`config.mk`:
```
export PLATFORM = sky130hd
export DESIGN_NAME = yuv422_fb_writer
export DESIGN_NICKNAME = d
export VERILOG_FILES = /design/src/rtl/yuv422_fb_pkg.sv /design/src/rtl/yuv422_byte_packer.sv /design/src/rtl/yuv422_fb_writer.sv
export SDC_FILE = /design/constraint.sdc
export NUM_CORES = 1
export LEC_CHECK = 0
export CORE_MARGIN = 2
export CORE_UTILIZATION = 60
export CTS_BUF_LIST = sky130_fd_sc_hd__clkbuf_16
export CTS_CLUSTER_SIZE = 24
export DETAILED_ROUTE_END_ITERATION = 7
export GPL_TIMING_DRIVEN = 1
export PLACE_DENSITY = 0.85
export SYNTH_ARGS = -nofsm -noshare
export SYNTH_HDL_FRONTEND = slang
export SYNTH_SLANG_ARGS = --single-unit
```
`constraint.sdc`:
```
create_clock -name clk_i -period 5.29 [get_ports clk_i]
set_input_delay 1.587 -clock clk_i [delete_from_list [all_inputs] [get_ports clk_i]]
set_output_delay 1.587 -clock clk_i [all_outputs]
set_load 0.01 [all_outputs]
```
`src/rtl/yuv422_fb_pkg.sv`:
```
// Shared types and byte-lane layout for the YUV422 (UYVY) framebuffer.
// The lane constants are also used by the framebuffer read-side unpacking.
package yuv422_fb_pkg;

  typedef enum logic [1:0] {
    WAIT_SOF = 2'd0,
    FILL     = 2'd1,
    DROP     = 2'd2
  } fb_wr_state_e;

  typedef logic [1:0] lane_t;

  localparam int unsigned LANE_BITS = 8;
  localparam int unsigned WORD_BITS = 32;

  // UYVY byte order within one packed 32-bit word
  localparam lane_t LANE_U  = 2'd0;
  localparam lane_t LANE_Y0 = 2'd1;
  localparam lane_t LANE_V  = 2'd2;
  localparam lane_t LANE_Y1 = 2'd3;

  function automatic int unsigned lane_lsb(input lane_t lane);
    return LANE_BITS * 32'(lane);
  endfunction

endpackage

```
`src/rtl/yuv422_byte_packer.sv`:
```
// Lane counter plus assembly register: packs four stream bytes into one word.
// clear with byte_en restarts the word with the current byte in lane 0.
module yuv422_byte_packer
  import yuv422_fb_pkg::*;
(
  input  logic                 clk,
  input  logic                 rst_n,
  input  logic                 clear,
  input  logic                 byte_en,
  input  logic [LANE_BITS-1:0] byte_in,
  output logic                 word_valid_c,
  output logic [WORD_BITS-1:0] word_c
);

  lane_t                lane_q;
  lane_t                eff_lane;
  logic [WORD_BITS-1:0] asm_q;

  assign eff_lane     = clear ? LANE_U : lane_q;
  assign word_valid_c = byte_en && (eff_lane == LANE_Y1);

  // The word completes combinationally with the last-lane byte
  always_comb begin
    word_c = asm_q;
    word_c[lane_lsb(LANE_Y1) +: LANE_BITS] = byte_in;
  end

  always_ff @(posedge clk or negedge rst_n) begin
    if (!rst_n) begin
      lane_q <= LANE_U;
      asm_q  <= '0;
    end else if (byte_en) begin
      asm_q[lane_lsb(eff_lane) +: LANE_BITS] <= byte_in;
      lane_q <= lane_t'(eff_lane + lane_t'(1));
    end else if (clear) begin
      lane_q <= LANE_U;
    end
  end

endmodule

```
`src/rtl/yuv422_fb_writer.sv`:
```
// UYVY byte stream to framebuffer word writer with frame alignment and freeze.
// Optional FB_WR_STATS_EN adds completed-frame and dropped-frame counters.
module yuv422_fb_writer
  import yuv422_fb_pkg::*;
#(
  parameter  int unsigned PIXELS   = 1280*760,
  localparam int unsigned ADR_BITS = $clog2(PIXELS)
) (
  input  logic                clk_i,
  input  logic                rst_n_i,
  input  logic [7:0]          s_data_i,
  input  logic                s_sof_i,
  input  logic                s_valid_i,
  output logic                s_ready_o,
  input  logic                freeze_i,
  output logic [ADR_BITS-1:0] wr_addr_o,
  output logic [31:0]         wr_d_o,
  output logic                wr_en_o,
  output logic                frame_done_o,
`ifdef FB_WR_STATS_EN
  output logic [15:0]         frames_o,
  output logic [15:0]         drops_o,
`endif
  output logic                sync_err_o
);

  localparam int unsigned WORDS     = PIXELS / 2;
  localparam int unsigned DROP_BITS = $clog2(2*PIXELS) + 1;
  localparam logic [ADR_BITS-1:0]  LAST_WORD = ADR_BITS'(WORDS - 1);
  localparam logic [DROP_BITS-1:0] LAST_DROP = DROP_BITS'(2*PIXELS - 1);

  fb_wr_state_e         state_q, state_d;
  logic [ADR_BITS-1:0]  wcnt_q, wcnt_d;
  logic [DROP_BITS-1:0] dcnt_q, dcnt_d;
  logic                 acc;
  logic                 pk_clear, pk_en, word_valid_c;
  logic [31:0]          word_c;
  logic                 write_c, done_c, err_c, frozen_c;

  assign acc = s_valid_i && s_ready_o;

  yuv422_byte_packer u_packer (
    .clk          (clk_i),
    .rst_n        (rst_n_i),
    .clear        (pk_clear),
    .byte_en      (pk_en),
    .byte_in      (s_data_i),
    .word_valid_c (word_valid_c),
    .word_c       (word_c)
  );

  always_ff @(posedge clk_i or negedge rst_n_i) begin
    if (!rst_n_i) begin
      state_q <= WAIT_SOF;
      wcnt_q  <= '0;
      dcnt_q  <= '0;
    end else begin
      state_q <= state_d;
      wcnt_q  <= wcnt_d;
      dcnt_q  <= dcnt_d;
    end
  end

  // An SOF restarts the frame from any state; only FILL flags it as an error
  always_comb begin
    state_d  = state_q;
    wcnt_d   = wcnt_q;
    dcnt_d   = dcnt_q;
    pk_clear = 1'b0;
    pk_en    = 1'b0;
    write_c  = 1'b0;
    done_c   = 1'b0;
    err_c    = 1'b0;
    frozen_c = 1'b0;
    if (acc) begin
      if (s_sof_i) begin
        err_c    = (state_q == FILL);
        wcnt_d   = '0;
        pk_clear = 1'b1;
        if (freeze_i) begin
          state_d  = DROP;
          dcnt_d   = DROP_BITS'(1);
          frozen_c = 1'b1;
        end else begin
          state_d = FILL;
          pk_en   = 1'b1;
        end
      end else begin
        case (state_q)
          FILL: begin
            pk_en = 1'b1;
            if (word_valid_c) begin
              write_c = 1'b1;
              if (wcnt_q == LAST_WORD) begin
                done_c  = 1'b1;
                state_d = WAIT_SOF;
                wcnt_d  = '0;
              end else begin
                wcnt_d = wcnt_q + ADR_BITS'(1);
              end
            end
          end
          DROP: begin
            if (dcnt_q == LAST_DROP) begin
              state_d = WAIT_SOF;
              dcnt_d  = '0;
            end else begin
              dcnt_d = dcnt_q + DROP_BITS'(1);
            end
          end
          default: ;
        endcase
      end
    end
  end

  always_ff @(posedge clk_i or negedge rst_n_i) begin
    if (!rst_n_i) begin
      s_ready_o    <= 1'b0;
      wr_en_o      <= 1'b0;
      wr_d_o       <= '0;
      wr_addr_o    <= '0;
      frame_done_o <= 1'b0;
      sync_err_o   <= 1'b0;
    end else begin
      s_ready_o    <= 1'b1;
      wr_en_o      <= write_c;
      frame_done_o <= done_c;
      sync_err_o   <= err_c;
      if (write_c) begin
        wr_d_o    <= word_c;
        wr_addr_o <= wcnt_q;
      end
    end
  end

`ifdef FB_WR_STATS_EN
  logic [16:0] drops_sum;

  // A frozen restart that also truncates a frame counts both frames
  assign drops_sum = 17'(drops_o) + 17'(frozen_c) + 17'(err_c);

  always_ff @(posedge clk_i or negedge rst_n_i) begin
    if (!rst_n_i) begin
      frames_o <= '0;
      drops_o  <= '0;
    end else begin
      if (done_c) frames_o <= frames_o + 16'd1;
      drops_o <= drops_sum[16] ? 16'hFFFF : drops_sum[15:0];
    end
  end
`endif

endmodule

```
After elaboration in Yosys (flattened, before gate mapping)

Cells that the tools add are included.

Add/sub/neg operators: 4
Equal/unequal tests: 9
Shift operators: 2
Mux-type cells: 34
Reductions and logical operators: 9

Operator list:

| operator                  | count |
|---|---|
| $mux W22                  | 4 |
| $mux W20                  | 4 |
| $neg A5 Y34               | 1 |
| $shift A8 B34 Y32 const A | 1 |
| $shiftx A8 B34 Y32        | 1 |
| $bwmux W32                | 1 |
| $add A22 B1 Y22 const B   | 1 |
| $eq A22 B21 Y1 const B    | 1 |
| $add A20 B1 Y20 const B   | 1 |
| $eq A20 B19 Y1 const B    | 1 |
| $mux W1                   | 17 |
| $mux W2                   | 7 |
| $ne A3 B2 Y1 const B      | 2 |
| $reduce_and A3 Y1         | 2 |
| $reduce_bool A2 Y1        | 3 |
| $reduce_and A5 Y1         | 1 |
| $eq A2 B2 Y1 const B      | 2 |
| $pmux W2 S2               | 1 |
| $ne A3 B3 Y1 const B      | 1 |
| $reduce_bool A3 Y1        | 1 |
| $add A2 B1 Y2 const B     | 1 |
| $eq A2 B1 Y1 const B      | 1 |
| $logic_and A1 B1 Y1       | 2 |
| $ne A2 B1 Y1 const B      | 1 |

Register bits: 134
Output and inout bits: 56
Word-level logic and storage cells: 69

Depth between registers and ports, before layout

Word-level depth: 9
Depth in mapped cells: 12

Hierarchy

From an unflattened synthesis, not the netlist that was laid out.

Cells, all modules: 513
Area total of the unflattened synthesis: 5,743.0 um2

Modules (own cells, without submodules):

| module             | times used | cells each | area an instance (um2) | seq. area each (um2) |
|---|---|---|---|---|
| yuv422_fb_writer   | 1          | 418        | 4,601.9                | 2,502.4 |
| yuv422_byte_packer | 1          | 95         | 1,141.1                | 650.6 |

Worst setup path before layout

Ideal clock, no wire load.

Path kind: in2reg
Start point: in s_valid_i
End point: reg wr_addr_o[10]
Library setup time: 125 ps
Arrival time: 3,649 ps
Required time: 5,165 ps
Slack: 1,517 ps
Cell stages on the path: 11
Cells stage by stage: and2_1 buf_2 nand2_1 nand2_1 inv_1 ha_1 and3b_2 nand3_1 buf_2 buf_2 mux2_2

Cells in the longest elaborated chain, start to end: 9
Elaborated cells between the ends (all ways): 10
Classes of those cells: eq/ne: 1; mux: 7; reduce/logical: 2

Ends and longest elaborated chain:

| what                   | line                     | text |
|---|---|---|
| start: declaration     | yuv422_fb_writer.sv:13   | `input logic s_valid_i,` |
| $logic_and A1 B1 Y1 *  | yuv422_fb_writer.sv:40   | `assign acc = s_valid_i && s_ready_o;` |
| $mux W1                | yuv422_fb_writer.sv:75   | `if (acc) begin` |
| $mux W2                | --                       |  |
| $eq A2 B2 Y1           | yuv422_byte_packer.sv:20 | `assign word_valid_c = byte_en && (eff_lane == LANE_Y1);` |
| $logic_and A1 B1 Y1    | yuv422_byte_packer.sv:20 |  |
| $mux W1                | yuv422_fb_writer.sv:92   | `if (word_valid_c) begin` |
| $mux W1                | yuv422_fb_writer.sv:89   | `case (state_q)` |
| $mux W1                | yuv422_fb_writer.sv:76   | `if (s_sof_i) begin` |
| $mux W1 *              | yuv422_fb_writer.sv:75   |  |
| end signal: assignment | yuv422_fb_writer.sv:132  | `wr_addr_o <= wcnt_q;` |
| end: declaration       | yuv422_fb_writer.sv:16   | `output logic [ADR_BITS-1:0] wr_addr_o,` |

Mark *: on every way between the ends. The rest lies on a longest branch, timed or not.
A chain may end at the register's enable or synchronous reset.

Worst setup path in the final report

Start point: in s_valid_i
End point: reg wcnt_q[11]

Cells in the longest elaborated chain, start to end: 7
Elaborated cells between the ends (all ways): 8
Classes of those cells: eq/ne: 1; mux: 3; reduce/logical: 4

Ends and longest elaborated chain:

| what                          | line                     | text |
|---|---|---|
| $logic_and A1 B1 Y1 *         | yuv422_fb_writer.sv:40   |  |
| $mux W1                       | yuv422_fb_writer.sv:75   |  |
| $mux W2                       | --                       |  |
| $eq A2 B2 Y1                  | yuv422_byte_packer.sv:20 |  |
| $logic_and A1 B1 Y1           | yuv422_byte_packer.sv:20 |  |
| $reduce_bool A2 Y1 (no line)  | --                       |  |
| $reduce_and A3 Y1 (no line) * | --                       |  |
| end signal: assignment        | yuv422_fb_writer.sv:59   | `wcnt_q <= wcnt_d;` |
| end: declaration              | yuv422_fb_writer.sv:33   | `logic [ADR_BITS-1:0] wcnt_q, wcnt_d;` |

Marked as above.

==> flow_summary.yaml <==
run_status:
  status: "completed"
cts:
  clkTransAtPathRegs_ps: 60
  cts.sinks: 126
  clockBufferDepth: 2
  cts_setup_buffers: 0
  h-tree-depth: 4
  cts_resized: 0
  root_buffer: "clkbuf_16"
  cts_buffers: 17
  cts_tree: "yes"
  postCtsHoldBufs: 0
  clk_latency_ps: 420
yosys:
  synth_nets: 524
  syn_area_um2: 5685
  yosys_warnings: 0
  synth_edf_count: 0
  synth-async-reset-ratio: 1.000
  yosysUniqueCellTypes: 54
  synth_seq_cells: 126
  syn_inst: 504
  ys.flop_type: "dfrtp_1"
  ys_seq_area_frac: 0.5546
  avgSynthCellArea_um2: 11.28
floorplan:
  start_util: 0.6182
  die-area_um2: 10270
  die_h_um: 101.3
  io_pins: 69
  coreArea_um2: 9196
  die-width_um: 101.3
  num_rows: 35
final_layout:
  n_antenna_cell: 0
  final_cell_area_um2: 7089
  multi_input_comb_area_um2: 2389
  fill_cells: 563
  ff_latch_area_um2: 3153
  layout_common_cells: "dfrtp_1 (126), clkdlybuf4s50_1 (67), nand2_1 (60), mux2_2 (53), nand3_1 (27)"
  layout-drive-gt1-share: 0.1711
  area_delta_synth_final_pct: 24.69
  layout.nets: 604
  final_common_cell: "dfrtp_1"
timing:
  setup-violations-final: 0
  slew_headroom: 0.2669
  hold_viol: 0
  fin_skew_ps: 13.42
  rsz0062_at_grt: "false"
  drv_slew: 0
  period_minus_slack_ps: 4361
  period_share: 0.8245
  setup_ws_ps: 928.5
  fin_tns_setup_ps: 0
  fmax_mhz: 229.3
  worst_slew_pin_slew_ps: 1100
worst_hold_path:
  min_path_type: "reg2reg"
  min_delay_path_depth: 2
  min_from: "u_packer.asm_q[2]"
  whs_endpoint: "u_packer.asm_q[2]"
routing:
  ant_nets: 0
  drtPass1Iterations: 5
  wl_mm: 12.91
  num_vias: 4395
  vias_per_cell: 6.216
  drc_errors: 0
  drtIter0Drc: 294
  drt-wirelength-per-cell_um: 18.26
grt:
  grt_max_degree: 91
  grt_pass1_vias: 4392
  grt_pass1_wl_mm: 21.80
  antenna_found_initial: 0
  gr-total-overflow: 0
  track_usage: 0.2743
power:
  comb_power_share: 0.090
  leakagePower_nw: 3.220
  p_seq_frac: 0.437
  switchingPower_mw: 0.6220
  p_clk_frac: 0.473
  p_per_area_nw_per_um2: 348.2
  internal_power_mw: 1.846
  power_mw: 2.468
  swShare: 0.2520
  peakVddDrop_uv: 258.2
setup_path:
  criticalPathCategory: "in2reg"
  regToRegEndpoint: "wcnt_q[11]"
  crit_required_ps: 5620
  cp-start-kind: "input port"
  worstPathMaxFanout: 17
  r2r_setup_slack_ps: 2150
  reg2reg_depth: 12
  r2r-start: "s_ready_o"
  critPathLaunch: "s_valid_i"
  worstSetupEndpointType: "register"
  worst_ep_arrival_time_ps: 4690
place:
  dp_slack_ps: 549.1
  gp_congestion: 0.8779
  hpwl_mm: 8.642
  port-buffer-count: 68
  dpl_cell_area_um2: 6494
job:
  drv_cap: 0
-- how the worst max path moves through the flow --
stage	to	slack (ps)	cells past startpoint
3_5_place_dp	wcnt_q[11]	550	13
3_3_place_gp	wcnt_q[11]	740	13
4_1_cts	wcnt_q[11]	930	13
5_1_grt	wcnt_q[11]	670	13
6_report	wcnt_q[11]	930	13
2_1_floorplan	wr_addr_o[10]	1520	11
-- power by group through the flow --
stage / Clock (mW) / Sequential (mW) / Combinational, mW
6_report: 1.17 / 1.08 / 0.221
3_5_place_dp: 0 / 1.09 / 0.220
4_1_cts: 1.17 / 1.08 / 0.222
2_1_floorplan: 0 / 1.08 / 0.142
5_1_grt: 1.22 / 1.09 / 0.250
3_3_place_gp: 0 / 1.09 / 0.204
-- logic make-up (layout without fill, tap and decap cells) --
logic type	Yosys count	after routing	synth area share
AND/OR/NAND/NOR	178	178	0.1703
flip-flops	126	126	0.5546
adder cells (fa/ha/maj)	7	7	0.01540
XOR/XNOR	10	10	0.01541
multiplexers	54	54	0.1067
buffers and inverters	35	127	0.02619
AO/OA/AOI/OAI	93	93	0.1107
other	1	1	0.0006596
-- layer usage --
| layer | vias to the layer above | GRT usage | wire length (um) |
|---|---|---|---|
| met5 | - | 0 | 0 |
| li1 | 2007 | - | - |
| met1 | 2192 | 0.3769 | 5437 |
| met2 | 171 | 0.4340 | 6532 |
| met4 | 0 | 0.1154 | 310 |
| met3 | 25 | 0.05107 | 631 |
-- worst max-delay path, cell delays in order --
cell	delay [ps]
clkdlybuf4s50_1	410
and2_1	270
nand2_1	240
nand2_1	270
inv_1	150
ha_1	180
and3b_2	240
nand3_2	340
clkinv_1	120
buf_4	250
o21ai_0	190
or3_1	360
o21ai_0	80
-- flip-flops by register name, summed over array words and instances (netlist names) --
name and cells:
wr_d_o 32, u_packer.asm_q 24, wr_en_o 1, sync_err_o 1, frame_done_o 1, u_packer.lane_q 2, dcnt_q 22, state_q 2
wcnt_q 20, wr_addr_o 20, s_ready_o 1
-- cells in the mapped netlist (3+ instances only) --
cell	n	area [um^2]
nand4_1	8	50.05
nor4_1	6	37.54
xor2_1	3	26.28
nor2_1	15	56.30
or3_1	7	43.79
nor3_1	11	55.05
o311ai_1	3	26.28
mux2_2	53	596.8
and2_1	6	37.54
nand3_1	28	140.1
o31ai_1	24	180.2
o21ai_1	3	15.01
dfrtp_1	126	3153
ha_1	7	87.58
a22o_1	11	96.34
or4_1	3	22.52
nand3b_1	4	30.03
nand2b_1	5	31.28
nand2_1	60	225.2
inv_1	19	71.32
clkbuf_1	4	15.01
xnor2_1	7	61.31
buf_2	8	40.04
and4_1	3	26.28
and3_1	8	50.05
o21ai_0	18	90.09
a21oi_1	18	90.09
a31oi_1	3	18.77
-- cell type report --
class / count / area share
clock buffers: 17 / 0.06001
repair buffers: 76 / 0.1041
clock inverters: 14 / 0.02400
well taps: 111 / 0.01959
flip-flops and latches: 126 / 0.4448
inverters: 20 / 0.01059
multi-input cells: 343 / 0.3369
-- stage by stage --
step	util	instances	hold slack, ps
finish	0.7709	707	499.8
global route	0.7709	707	516.0
CTS	0.7709	707	500.1
detailed placement	0.7061	676	471.8
global placement	0.7061	676	456.1
floorplan	-	504	442.9
Power figures use the tool's default switching activity.
==> variant, RTL diff (same flow settings) <==
The option `FB_WR_STATS_EN` is turned on by a define.
--- a/src/rtl/yuv422_fb_writer.sv
+++ b/src/rtl/yuv422_fb_writer.sv
@@ -1,5 +1,7 @@
 // UYVY byte stream to framebuffer word writer with frame alignment and freeze.
 // Optional FB_WR_STATS_EN adds completed-frame and dropped-frame counters.
+`define FB_WR_STATS_EN
+
 module yuv422_fb_writer
   import yuv422_fb_pkg::*;
 #(
Behaviour (old outputs only; new: drops_o and frames_o): unchanged (equiv_simple and equiv_induct, registers matched by name and starting in step).
==> variant against the original RTL <==
  * Setup slack worse by 80 ps
  * Synthesized area increased by 26%
  * Critical endpoint is now drops_o[4]
  * Register-to-register slack got worse by 60 ps
  * Critical path type unchanged
  * Largest power group is now sequential cells
  * Cell area up 25%
  * Sequential cell count up 32
  * Routed wire length is 28% higher
  * Worst hold slack worse by 29 ps
  * Power up 13%
==> variant: results (changes against the original RTL) <==
- Layout cell share with drive strength beyond 1: 7.23% (-9.9 points)
- Clock Tree Root: clkbuf_16
- Post-route clock skew: 8.69 ps (-4.74 ps)
- Register area share after synthesis: 55.1% (-0.32 points)
- Wire per inst: 16.5 µm (-9.4%)
- Crit path max-delay family: simple AND/OR/NAND/NOR gates
- DR pass1 iterations: 6 (+1)
- Reg-to-Reg End: frames_o[15]
- Max VDD drop: 300 µV (+16%)
- First-pass GRT wire length: 28.3 mm (+30%)
- Wire length on met1: 6.85 mm (+26%)
- DR WL met2: 8.50 mm (+30%)
- CP peak stage delay: 470 ps (+60 ps)
- Synth top area cells: dfrtp_1 55%, nand2_1 11%, xnor2_1 2.4%, nand3_1 2.4%, xor2_1 2.3%
- # H-tree levels: 4 (unchanged)
- Hold Crit Start: u_packer.asm_q[1]
- Wire length on met3: 915 µm (+45%)
- Worst Reg-to-Reg Cells: 11 (-1)
- Iter 0 DRT Violations: 427 (+45%)
- Hold endpoint: wr_d_o[1]
- CP max stage cell: clkdlybuf4s50_1
- Most frequent cells after synthesis: 217 x nand2_1, 158 x dfrtp_1, 34 x nand3_1, 28 x nor2_1, 24 x o21ai_0
- Asr flop ratio synth: 100% (unchanged)
- Leak Pwr: 4.14 nW (+29%)
- YS warnings: 0 (unchanged)
- P_int: 0.00202 W (+9.7%)
- Vias per cell: 5.92 (-4.8%)
- PortBufs: 100 (+47%)
- RD Place Congestion: 0.916 (+4.3%)
- # Post-CTS Setup Buffers: 0 (unchanged)
- Reg-to-Reg Start: s_ready_o
- Fin nets: 868 (+44%)
- Max Used Layer: met4
- Post_cts resized: 0 (unchanged)
- Mapped Nets: 771 (+47%)
- Filler Cell Count: 802 (+42%)
- Hold Path Class: register to register
- Main synth FF type: dfrtp_1
- Hold Slack: 471 ps (-28.6 ps)
- Largest net degree at the start of global routing: 110 (+21%)
- CP arrival: 4790 ps (+100 ps)
- CTS buffer count: 17 (unchanged)
- Worst-Margin Slew: 1010 ps (-91.0 ps)
- GRT Resource Usage Total: 27.5% (+0.085 points)
- Number of global-route vias before repair: 5897 (+34%)
- Status: completed
- Register-to-register setup slack: 2090 ps (-60 ps)
- CP max FO: 13 (-4)
- Residual DRC: 0 (unchanged)
- Post-DP HPWL: 11.2 mm (+29%)
- Synth cell types: 58 (+7.4%)
variant: changes by cell type after synthesis, sizes merged, moves of 13 or more:
cell	before	now
mux2	53	2
dfrtp	126	158
clkbuf	4	21
nand2	61	217
xor2	3	19
a31oi	3	16
xnor2	7	20
nor2	15	28
variant: per-stage QoR:
stage / std cells / area [µm²] / setup WS [ps]
5_1_grt: 1001 / 8840 / 527
2_1_floorplan: 748 / 7170 / 1250
4_1_cts: 1001 / 8840 / 866
3_5_place_dp: 969 / 8290 / 411
6_report: 1001 / 8840 / 849
3_3_place_gp: 969 / 8290 / 631
variant: logic make-up after synthesis:
kind of cell,synth area share (%)
buf+inv,2.83
other cells,0.0523
xor+xnor,4.76
flops,55.1
mux,0.454
compound gates,9.82
simple gates,25.1
fa+ha+maj,1.85
variant: routing by layer:
metal,up-vias,global-route usage (%)
met5,-,0
met4,0,10.4
met1,2909,36.0
met3,25,5.30
li1,2780,-
met2,212,45.9
variant: power by group through the flow:
stage	Sequential, W	Combinational [W]	Clock [W]
after floorplan	0.00137	0.000153	0
after global placement	0.00137	0.000274	0
after detailed placement	0.00137	0.000293	0
after CTS	0.00136	0.000297	0.00116
after global routing	0.00137	0.000330	0.00121
final	0.00136	0.000295	0.00115
variant: worst max-delay path by stage:
stage / startpoint / to / cells after the start
floorplan: s_sof_i / drops_o[13] / 12
global placement: s_sof_i / frames_o[15] / 12
detailed placement: s_valid_i / drops_o[4] / 11
CTS: s_sof_i / frames_o[15] / 12
global route: s_valid_i / drops_o[4] / 11
finish: s_valid_i / drops_o[4] / 11
variant: cell type report:
cell class | instances | area [µm²] | area share [%]
flip-flops and latches | 158 | 3950 | 44.7
multi-input cells | 538 | 3020 | 34.1
repair buffers | 107 | 1050 | 11.9
clock buffers | 17 | 425 | 4.81
well taps | 143 | 179 | 2.02
clock inverters | 15 | 129 | 1.46
inverters | 23 | 86.3 | 0.976
variant: worst register-to-register path: stages, from the launching register on:
cell	delay, ps
dfrtp_1	390
and2_1	260
nand2_1	190
nand2_1	220
inv_1	150
ha_1	170
nand3b_1	140
or3_2	500
inv_2	200
nand3_2	330
nor4_1	410
xor2_1	170
